File: src/rtl/cdr_pkg.sv
// -----------------------------------------------------------------------------
// cdr_pkg
// Types and constants shared by the CDR front-end blocks (period estimator and
// sample-point counter).
//   cdr_state_t : acquisition state of the period estimator
//   CDR_P_W     : width of the chip-period bus between the stages
// -----------------------------------------------------------------------------
package cdr_pkg;

    typedef enum logic [1:0] {
        IDLE = 2'd0,
        ACQ  = 2'd1,
        LOCK = 2'd2
    } cdr_state_t;

    localparam int CDR_P_W = 6;

endpackage : cdr_pkg

File: src/rtl/cdr_edge_detect.sv
// -----------------------------------------------------------------------------
// cdr_edge_detect
// Transition detector on the sliced chip stream. Remembers the previous valid
// sample and flags a data transition on the current valid sample. The detector
// is "primed" only once a sample has been loaded, so the first sample after
// reset or after a clear can never look like an edge.
// Ports:
//   clk_i   : clock
//   rst_i   : synchronous reset, active-high
//   valid_i : sample strobe; state advances only when high
//   data_i  : sliced chip sample
//   clr_i   : forget the stored sample (drop primed) on this cycle
//   edge_o  : combinational, high when valid_i and data_i differs from the
//             previous stored sample
// -----------------------------------------------------------------------------
module cdr_edge_detect (
    input  logic clk_i,
    input  logic rst_i,
    input  logic valid_i,
    input  logic data_i,
    input  logic clr_i,
    output logic edge_o
);

    logic d_q;
    logic d_d;
    logic primed_q;
    logic primed_d;

    // Next-state for the stored sample and primed flag
    always_comb begin
        d_d      = d_q;
        primed_d = primed_q;
        if (valid_i) begin
            d_d      = data_i;
            primed_d = ~clr_i;
        end else if (clr_i) begin
            primed_d = 1'b0;
        end else begin
            primed_d = primed_q;
        end
    end

    // Stored-sample registers
    always_ff @(posedge clk_i) begin
        if (rst_i) begin
            d_q      <= 1'b0;
            primed_q <= 1'b0;
        end else begin
            d_q      <= d_d;
            primed_q <= primed_d;
        end
    end

    assign edge_o = valid_i & primed_q & (data_i != d_q);

endmodule : cdr_edge_detect

File: src/rtl/cdr_period_estimator.sv
// -----------------------------------------------------------------------------
// cdr_period_estimator
// Measures the sample count between transitions of the sliced chip stream and
// estimates the chip period as the minimum interval over a window of N_EDGES
// accepted edges. The estimate is trusted (o_lock) once a window has been
// collected, and stays trusted while successive window minima stay within TOL
// of the current estimate.
//
// Optional build macro: CDR_PERIOD_SMOOTH_EN
//   defined   : a within-tolerance window end in LOCK averages the new minimum
//               into the estimate, rounding up.
//   undefined : the new minimum replaces the estimate directly.
//
// Ports:
//   i_clk   : clock
//   i_rst   : synchronous reset, active-high
//   i_valid : sample strobe; all state advances only when high
//   i_data  : sliced chip sample (sign bit)
//   o_nb_P  : estimated chip period in samples (registered)
//   o_lock  : estimate valid, enables the sample-point counter (registered)
//   o_edge  : one-cycle pulse per accepted edge (registered)
// -----------------------------------------------------------------------------
module cdr_period_estimator
    import cdr_pkg::*;
#(
    parameter int W         = CDR_P_W,
    parameter int MIN_P     = 4,
    parameter int N_EDGES   = 8,
    parameter int TOL       = 1,
    parameter int DEFAULT_P = 16
) (
    input  logic         i_clk,
    input  logic         i_rst,
    input  logic         i_valid,
    input  logic         i_data,
    output logic [W-1:0] o_nb_P,
    output logic         o_lock,
    output logic         o_edge
);

    localparam int ECNT_W = $clog2(N_EDGES + 1);

    localparam logic [W-1:0]      CNT_MAX   = {W{1'b1}};
    localparam logic [W-1:0]      ONE_W     = W'(1);
    localparam logic [W-1:0]      MIN_P_W   = W'(MIN_P);
    localparam logic [W-1:0]      TOL_W     = W'(TOL);
    localparam logic [W-1:0]      DEF_P_W   = W'(DEFAULT_P);
    localparam logic [ECNT_W-1:0] N_EDGE_E  = ECNT_W'(N_EDGES);
    localparam logic [ECNT_W-1:0] ECNT_ZERO = {ECNT_W{1'b0}};
    localparam logic [ECNT_W-1:0] ECNT_ONE  = ECNT_W'(1);

    cdr_state_t        state_q;
    cdr_state_t        state_d;
    logic [W-1:0]      cnt_q;
    logic [W-1:0]      cnt_d;
    logic [ECNT_W-1:0] ecnt_q;
    logic [ECNT_W-1:0] ecnt_d;
    logic [W-1:0]      win_min_q;
    logic [W-1:0]      win_min_d;
    logic [W-1:0]      nb_p_q;
    logic [W-1:0]      nb_p_d;
    logic              lock_q;
    logic              lock_d;
    logic              edge_q;
    logic              edge_d;

    logic              raw_edge_s;
    logic              clr_s;
    logic              in_win_s;
    logic              accept_s;
    logic [W-1:0]      cnt_inc_s;
    logic [W-1:0]      new_min_s;
    logic [ECNT_W-1:0] ecnt_inc_s;
    logic [W-1:0]      abs_diff_s;
    logic              within_tol_s;

    cdr_edge_detect u_edge (
        .clk_i   (i_clk),
        .rst_i   (i_rst),
        .valid_i (i_valid),
        .data_i  (i_data),
        .clr_i   (clr_s),
        .edge_o  (raw_edge_s)
    );

    // Datapath helpers: acceptance, saturating count, window minimum, tolerance
    always_comb begin
        in_win_s     = (state_q != IDLE);
        // Short intervals are glitches only once a window is running; the
        // start edge in IDLE is always taken.
        accept_s     = raw_edge_s & (~in_win_s | (cnt_q >= MIN_P_W));
        cnt_inc_s    = (cnt_q == CNT_MAX) ? cnt_q : (cnt_q + ONE_W);
        new_min_s    = (cnt_q < win_min_q) ? cnt_q : win_min_q;
        ecnt_inc_s   = ecnt_q + ECNT_ONE;
        abs_diff_s   = (new_min_s > nb_p_q) ? (new_min_s - nb_p_q) : (nb_p_q - new_min_s);
        within_tol_s = (abs_diff_s <= TOL_W);
    end

    // Next-state and output logic of the acquisition FSM
    always_comb begin
        state_d   = state_q;
        cnt_d     = cnt_q;
        ecnt_d    = ecnt_q;
        win_min_d = win_min_q;
        nb_p_d    = nb_p_q;
        lock_d    = lock_q;
        edge_d    = 1'b0;
        clr_s     = 1'b0;

        if (i_valid) begin
            if (accept_s) begin
                edge_d = 1'b1;
                cnt_d  = ONE_W;
                case (state_q)
                    IDLE: begin
                        // Start edge: opens a window, no interval yet.
                        state_d   = ACQ;
                        ecnt_d    = ECNT_ZERO;
                        win_min_d = CNT_MAX;
                    end
                    ACQ, LOCK: begin
                        if (ecnt_inc_s == N_EDGE_E) begin
                            ecnt_d    = ECNT_ZERO;
                            win_min_d = CNT_MAX;
                            if (state_q == ACQ) begin
                                nb_p_d  = new_min_s;
                                lock_d  = 1'b1;
                                state_d = LOCK;
                            end else if (within_tol_s) begin
`ifdef CDR_PERIOD_SMOOTH_EN
                                // Average in W+1 bits with round-up.
                                nb_p_d = W'(({1'b0, nb_p_q} + {1'b0, new_min_s} + (W+1)'(1)) >> 1);
`else
                                nb_p_d = new_min_s;
`endif
                            end else begin
                                lock_d  = 1'b0;
                                state_d = ACQ;
                            end
                        end else begin
                            ecnt_d    = ecnt_inc_s;
                            win_min_d = new_min_s;
                        end
                    end
                    default: begin
                        state_d = IDLE;
                        lock_d  = 1'b0;
                        clr_s   = 1'b1;
                    end
                endcase
            end else begin
                // No accepted edge (none, or a rejected glitch): keep counting.
                cnt_d = cnt_inc_s;
                if (in_win_s && (cnt_inc_s == CNT_MAX)) begin
                    // Line went quiet: drop lock, keep the last estimate.
                    state_d = IDLE;
                    lock_d  = 1'b0;
                    clr_s   = 1'b1;
                end else begin
                    state_d = state_q;
                end
            end
        end else begin
            edge_d = 1'b0;
        end
    end

    // State and output registers
    always_ff @(posedge i_clk) begin
        if (i_rst) begin
            state_q   <= IDLE;
            cnt_q     <= {W{1'b0}};
            ecnt_q    <= ECNT_ZERO;
            win_min_q <= CNT_MAX;
            nb_p_q    <= DEF_P_W;
            lock_q    <= 1'b0;
            edge_q    <= 1'b0;
        end else begin
            state_q   <= state_d;
            cnt_q     <= cnt_d;
            ecnt_q    <= ecnt_d;
            win_min_q <= win_min_d;
            nb_p_q    <= nb_p_d;
            lock_q    <= lock_d;
            edge_q    <= edge_d;
        end
    end

    assign o_nb_P = nb_p_q;
    assign o_lock = lock_q;
    assign o_edge = edge_q;

endmodule : cdr_period_estimator

File: config.mk
export PLATFORM = sky130hd
export DESIGN_NAME = cdr_period_estimator
export DESIGN_NICKNAME = d
export VERILOG_FILES = /design/src/rtl/cdr_pkg.sv /design/src/rtl/cdr_edge_detect.sv /design/src/rtl/cdr_period_estimator.sv
export SDC_FILE = /design/constraint.sdc
export NUM_CORES = 1
export LEC_CHECK = 0
export ABC_AREA = 1
export BUFFER_PORTS_ARGS = -buffer_cell sky130_fd_sc_hd__buf_2
export CAP_MARGIN = 20
export CORE_UTILIZATION = 39
export CTS_CLUSTER_DIAMETER = 100
export DETAILED_ROUTE_END_ITERATION = 10
export PLACE_DENSITY_LB_ADDON = 0.3
export SYNTH_ARGS = -nofsm -noshare
export SYNTH_HDL_FRONTEND = slang
export SYNTH_SLANG_ARGS = --single-unit
File: constraint.sdc
create_clock -name i_clk -period 4.7 [get_ports i_clk]
set_input_delay 0.235 -clock i_clk [delete_from_list [all_inputs] [get_ports i_clk]]
set_output_delay 0.235 -clock i_clk [all_outputs]
set_load 0.05 [all_outputs]
**After elaboration in Yosys (flattened, before gate mapping)**

Index checks and enable logic that the tools add are counted.

- Input bits: 4
- Output and inout bits: 8
- Register bits: 28
- Logic and storage cells: 76

- $lt $le $gt $ge: 4
- Multiplexer cells: 29
- Reductions and logical operators: 14
- Bitwise gates (word level): 7
- Add/sub/neg operators: 4
- Equal/unequal tests: 9

Operators with widths:

| kind | count |
|---|---|
| 2-to-1 mux 6 bit | 7 |
| equality test 6 bit (second input constant) | 2 |
| 2-to-1 mux 1 bit | 12 |
| case mux 6 bit (2 select lines) | 1 |
| subtractor 6 bit | 2 |
| 2-to-1 mux 2 bit | 5 |
| AND reduction 5 bit | 2 |
| nonzero test 2 bit | 5 |
| case mux 4 bit (2 select lines) | 1 |
| adder 6 x 1 -> 6 bit (second input constant) | 1 |
| greater-or-equal comparator 6 x 3 -> 1 bit (second input constant) | 1 |
| > comparator 6 bit | 1 |
| less-or-equal comparator 6 x 1 -> 1 bit (second input constant) | 1 |
| < comparator 6 bit | 1 |
| adder 4 x 1 -> 4 bit (second input constant) | 1 |
| equality test 4 bit (second input constant) | 1 |
| 2-to-1 mux 4 bit | 1 |
| inequality test 4 bit (second input constant) | 1 |
| case mux 2 bit (2 select lines) | 1 |
| AND reduction 4 bit | 1 |
| OR reduction 2 bit | 2 |
| AND 1 bit | 3 |
| inequality test 3 bit (second input constant) | 1 |
| inverter 1 bit | 3 |
| 10 further kinds | 10 |

**Logic depth before layout (Yosys ltp)**

- Word-level depth: 10
- Mapped depth: 30
- Gate-level depth less buffers: 30

**Hierarchy**

Synthesis repeated with hierarchy kept, for this count alone.

- Cell total of the unflattened synthesis: 332
- Area total of the unflattened synthesis: 2,157.1 µm²

By module, submodules not included:

| module | sequential area each (µm²) | cells an instance | area each (µm²) | times used |
|---|---|---|---|---|
| cdr_period_estimator | 520.5 | 318 | 2,064.5 | 1 |
| cdr_edge_detect | 40.0 | 14 | 92.6 | 1 |

**Worst setup path before layout**

OpenSTA, ideal clock, no wires.

- Path type: register -> register
- Start point: register win_min_q[5]
- End point: register state_q[1]
- Slack: 1,641 ps
- Stages on the path, launching flop included: 30
- Setup time: 110 ps
- Data required time: 4,590 ps
- Data arrival time: 2,949 ps
- Clock period less this slack: 3,059 ps
- Path buffers: 0
- Cells stage by stage: dfxtp_1 inv_1 ha_1 nand2_1 inv_2 a21oi_4 nand2_4 nand2_2 nand2_1 ha_1 nand2_1 inv_2 nand2_1 nand2_1 nand2_1 nand2_1 nand2_1 inv_2 nor2_1 nand3_1 nand2_1 nand2_1 nand2_1 nand3_2 nor2_4 nand3_2 nand3_1 nand2_1 inv_1 nor2_1

- Word-level cells in the longest chain between the ends: 7
- Elaborated cells on any way between the ends: 9
- Classes of those cells: 2 x add/sub; 3 x order compare; 1 x eq/ne; 2 x mux; 1 x reduce/logical

Ends and longest elaborated chain:

| element | line | text |
|---|---|---|
| start, declared | cdr_period_estimator.sv:58 | `logic [W-1:0] win_min_q;` |
| start signal, assigned | cdr_period_estimator.sv:182 | `win_min_q <= win_min_d;` |
| < comparator 6 bit | cdr_period_estimator.sv:93 | `new_min_s = (cnt_q < win_min_q) ? cnt_q : win_min_q;` |
| 2-to-1 mux 6 bit (*) | cdr_period_estimator.sv:93 |  |
| subtractor 6 bit / > comparator 6 bit (equally long branches) | cdr_period_estimator.sv:95 | `abs_diff_s = (new_min_s > nb_p_q) ? (new_min_s - nb_p_q) : (nb_p_q - new_min_s);` |
| 2-to-1 mux 6 bit (*) | cdr_period_estimator.sv:95 |  |
| less-or-equal comparator 6 x 1 -> 1 bit (*) | cdr_period_estimator.sv:96 | `within_tol_s = (abs_diff_s <= TOL_W);` |
| inequality test 4 bit (no line) (*) | -- |  |
| AND reduction 4 bit (no line) (*) | -- |  |
| end signal, assigned | cdr_period_estimator.sv:179 | `state_q <= state_d;` |
| end, declared | cdr_period_estimator.sv:52 | `cdr_state_t state_q;` |

Mark *: on every way between the ends. The rest lies on a longest branch, timed or not.
A chain may end at the register's enable or synchronous reset.

**Final worst setup path**

- Start point: register cnt_q[3]
- End point: register state_q[0]

- Word-level cells in the longest chain between the ends: 7
- Elaborated cells on any way between the ends: 20
- Classes of those cells: 3 x add/sub; 4 x order compare; 4 x eq/ne; 4 x mux; 2 x bitwise; 3 x reduce/logical

Ends and longest elaborated chain:

| element | line | text |
|---|---|---|
| start, declared | cdr_period_estimator.sv:54 | `logic [W-1:0] cnt_q;` |
| start signal, assigned | cdr_period_estimator.sv:172 | `cnt_q <= {W{1'b0}};` |
| start signal, assigned | cdr_period_estimator.sv:180 | `cnt_q <= cnt_d;` |
| < comparator 6 bit (*) | cdr_period_estimator.sv:93 |  |
| 2-to-1 mux 6 bit (*) | cdr_period_estimator.sv:93 |  |
| via new_min_s[5] | cdr_period_estimator.sv:72 | `logic [W-1:0] new_min_s;` |
| subtractor 6 bit / > comparator 6 bit (equally long branches) | cdr_period_estimator.sv:95 |  |
| 2-to-1 mux 6 bit (*) | cdr_period_estimator.sv:95 |  |
| less-or-equal comparator 6 x 1 -> 1 bit (*) | cdr_period_estimator.sv:96 |  |
| inequality test 4 bit (no line) (*) | -- |  |
| AND reduction 4 bit (no line) (*) | -- |  |

Mark *: on every way through the listed nets, which the timed path passes. The rest lies on a longest branch.

==> results by group <==
Worst setup path
  • Reg2reg setup slack: 1090 ps
  • CP top delay family: simple AND/OR/NAND/NOR gates
  • Required time of the critical path: 4880 ps
  • Slowest stage delay, CP: 460 ps
  • Worst setup SP type: register
  • Critical path buffer and inverter count: 2
  • Critical Path Sink Type: register
  • CP most frequent cell: nand2_1
  • CP max FO: 10
  • Worst path cell trace: ha_1 -> nand2_1 -> nand2_1 -> a21oi_4 -> nand2_4 -> o21ai_0 -> ha_1 -> a21oi_1 -> nand2_1 -> nand2_1 -> inv_2 -> o21ai_0 -> nand2_1 -> nor2_1 -> nand3_2 -> nor2_4 -> nand3_2 -> nand3_1 -> nand2_1 -> clkinv_1 -> nor2_1
  • CP max-delay cell: dfxtp_1
  • WP data arrival: 3790 ps
  • Kind of critical path: reg -> reg

Global route
  • Largest net degree at the start of global routing: 19
  • Gr ovfl total: 0
  • Initial antenna violation count: 0
  • First-pass GRT wire length: 7.96 mm
  • Gr usage total: 16.4%
  • Vias in the first global route: 1,799

Floorplanning
  • Core ar.: 5200 µm²
  • Height of the die: 76.0 µm
  • Starting Density: 41.1%
  • Die area: 5780 µm²
  • Num rows: 26
  • Die X: 76.0 µm
  • I/O pins: 12

Synthesis
  • Area leader, netlist: dfxtp_1
  • Syn. warnings: 0
  • Unique masters post-synth: 29
  • Top cells by area, synth: dfxtp_1 26%, nand2_1 15%, ha_1 12%, inv_1 8.4%, nand3_1 6.3%
  • Post-synthesis average cell area: 6.54 µm²
  • Post-synthesis sequential area ratio: 26.2%
  • Cell area after synthesis: 2140 µm²
  • Net Count, Synth: 353
  • Flops & latches, synth: 28
  • Cells after synthesis: 327
  • Post-synth top cells: 83 x nand2_1, 48 x inv_1, 34 x nor2_1
  • Area fraction of the dominant cell type after synthesis: 26.2%
  • Ys flop type: dfxtp_1
  • Asr flop ratio synth: 0%
  • EDFF count, synth: 0
  • Most common cell in the netlist: nand2_1

Drt
  • Vias per inst: 4.89
  • Routed length per instance: 11.1 µm
  • Final ANT Viol Nets: 0
  • DRC viols: 0
  • Vias: 1,994
  • First DRT Iteration DRCs: 99
  • WL final: 4.53 mm
  • Total iterations of the first detailed-routing run: 4

Placed design
  • Post-Place Setup Slack: 1120 ps
  • Gp weighted congestion: 0.901
  • Area after DPL: 2260 µm²
  • Port Buffers: 11
  • Post-DP HPWL: 3.65 mm
  • Inst Count DP: 404

CTS
  • Worst skew pair latency: 270 ps
  • CTS sink cnt: 28
  • TritonCTS Buffers: 3
  • Maximum clock insertion buffer count: 2
  • Post-CTS Resized: 0
  • Clk slew on worst S/H paths: 100 ps
  • CTS tree: done
  • Hold Buf Count CTS: 0
  • CTS Root Buffer Type: clkbuf_8
  • H-tree Lvls: 1
  • Number of setup buffers added after CTS: 0

STA
  • Max Slew Vio Count: 0
  • Setup TNS: 0 ps
  • Final Hold Fails: 0
  • Hold slack: 224 ps
  • Final Setup Violations: 0
  • Skew final: 3.51 ps
  • Tmin final: 3610 ps
  • Setup ws final: 1090 ps
  • Worst-margin pin slew: 787 ps
  • RSZ-0062 raised after global routing: false
  • Max Clk Rate: 277 MHz
  • Slew headroom: 47.3%
  • Crit share post-route: 76.8%

Final layout
  • N_diodes: 0
  • Syn-to-layout area delta: 9.19%
  • # nets final: 365
  • Ratio of cells with drive above 1 in the final layout: 10.9%
  • Final instance area: 2330 µm²
  • Final Non-Filler Cells: 408
  • Final core utilization: 44.8%

Flow run
  • Maxcap violations: 0

Power and ir drop
  • Maximum VDD drop: 0.165 mV
  • Pwr dens: 219 nW/µm²
  • Total power: 0.511 mW
  • Leakage power figure: 1.23 nW

Status
  • Status: finished, final reports clean

Min path
  • HP Class: in -> reg
[where the power goes]
part	switching (mW)	total (mW)	internal (mW)
clock network	0.0774	0.191	0.114
registers	0.00490	0.247	0.243
logic	0.0483	0.0724	0.0241
[flip-flops by register name (all words and copies together), names as in the netlist]
signal	cells
cnt_q	6
o_nb_P	6
win_min_q	6
ecnt_q	4
state_q	2
o_edge	1
o_lock	1
u_edge.d_q	1
u_edge.primed_q	1
[layout make-up]
| class | count | area, µm² |
|---|---|---|
| fillers | 582 | 2870 |
| clock inverters | 1 | 30.0 |
| clock buffers | 3 | 41.3 |
| flip-flops and latches | 28 | 561 |
| well taps | 70 | 87.6 |
| multi-input cells | 239 | 1350 |
| inverters | 56 | 210 |
| repair buffers | 11 | 55.1 |
[worst reg2reg max path, delay by kind of cell, from the launching register on]
kind | cells | cell delay (ps)
buffers and inverters | 2 | 120
AO/OA/AOI/OAI | 4 | 1030
adder cells (fa/ha/maj) | 2 | 640
flip-flops | 1 | 460
AND/OR/NAND/NOR | 13 | 1260
[layout by cell type (no fill, tap or decap), drive strengths merged]
| cell | n |
|---|---|
| nor2 | 35 |
| a221oi | 1 |
| xor2 | 2 |
| o21ai | 15 |
| nand3b | 2 |
| ha | 21 |
| inv | 54 |
| clkinv | 2 |
| a211oi | 1 |
| a21boi | 1 |
| bufinv | 1 |
| nand3 | 33 |
| o22ai | 6 |
| o211ai | 1 |
| clkbuf | 3 |
| dfxtp | 28 |
| xnor2 | 1 |
| o21a | 1 |
| buf | 11 |
| nand4 | 9 |
| a21oi | 19 |
| nand2 | 90 |
| fa | 1 |
[layer usage]
metal	vias up	wire [µm]	global-route usage (%)	share of wire [%]
met5	-	0	0	0
met4	0	32	1.92	0.71
met3	4	167	2.51	3.7
met2	31	2090	29.5	46
met1	883	2250	21.4	50
li1	1076	-	-	-
[cell families (layout without fill, tap and decap cells)]
family | Yosys count | in the layout | synth area share, %
compound gates | 45 | 45 | 12.6
xor+xnor | 3 | 3 | 1.23
fa+ha+maj | 22 | 22 | 13.2
buf+inv | 60 | 71 | 10.7
flops | 28 | 28 | 26.2
simple gates | 169 | 169 | 36.1
[path summary, 6_finish.rpt]
check / from / end / cells after the start
hold reg to reg: cnt_q[4] / cnt_q[4] / 2
setup reg to reg: cnt_q[3] / state_q[0] / 21
hold / removal: i_data / u_edge.d_q / 3
setup / recovery: cnt_q[3] / state_q[0] / 21
Note: power is estimated with default switching activity, not from simulation.
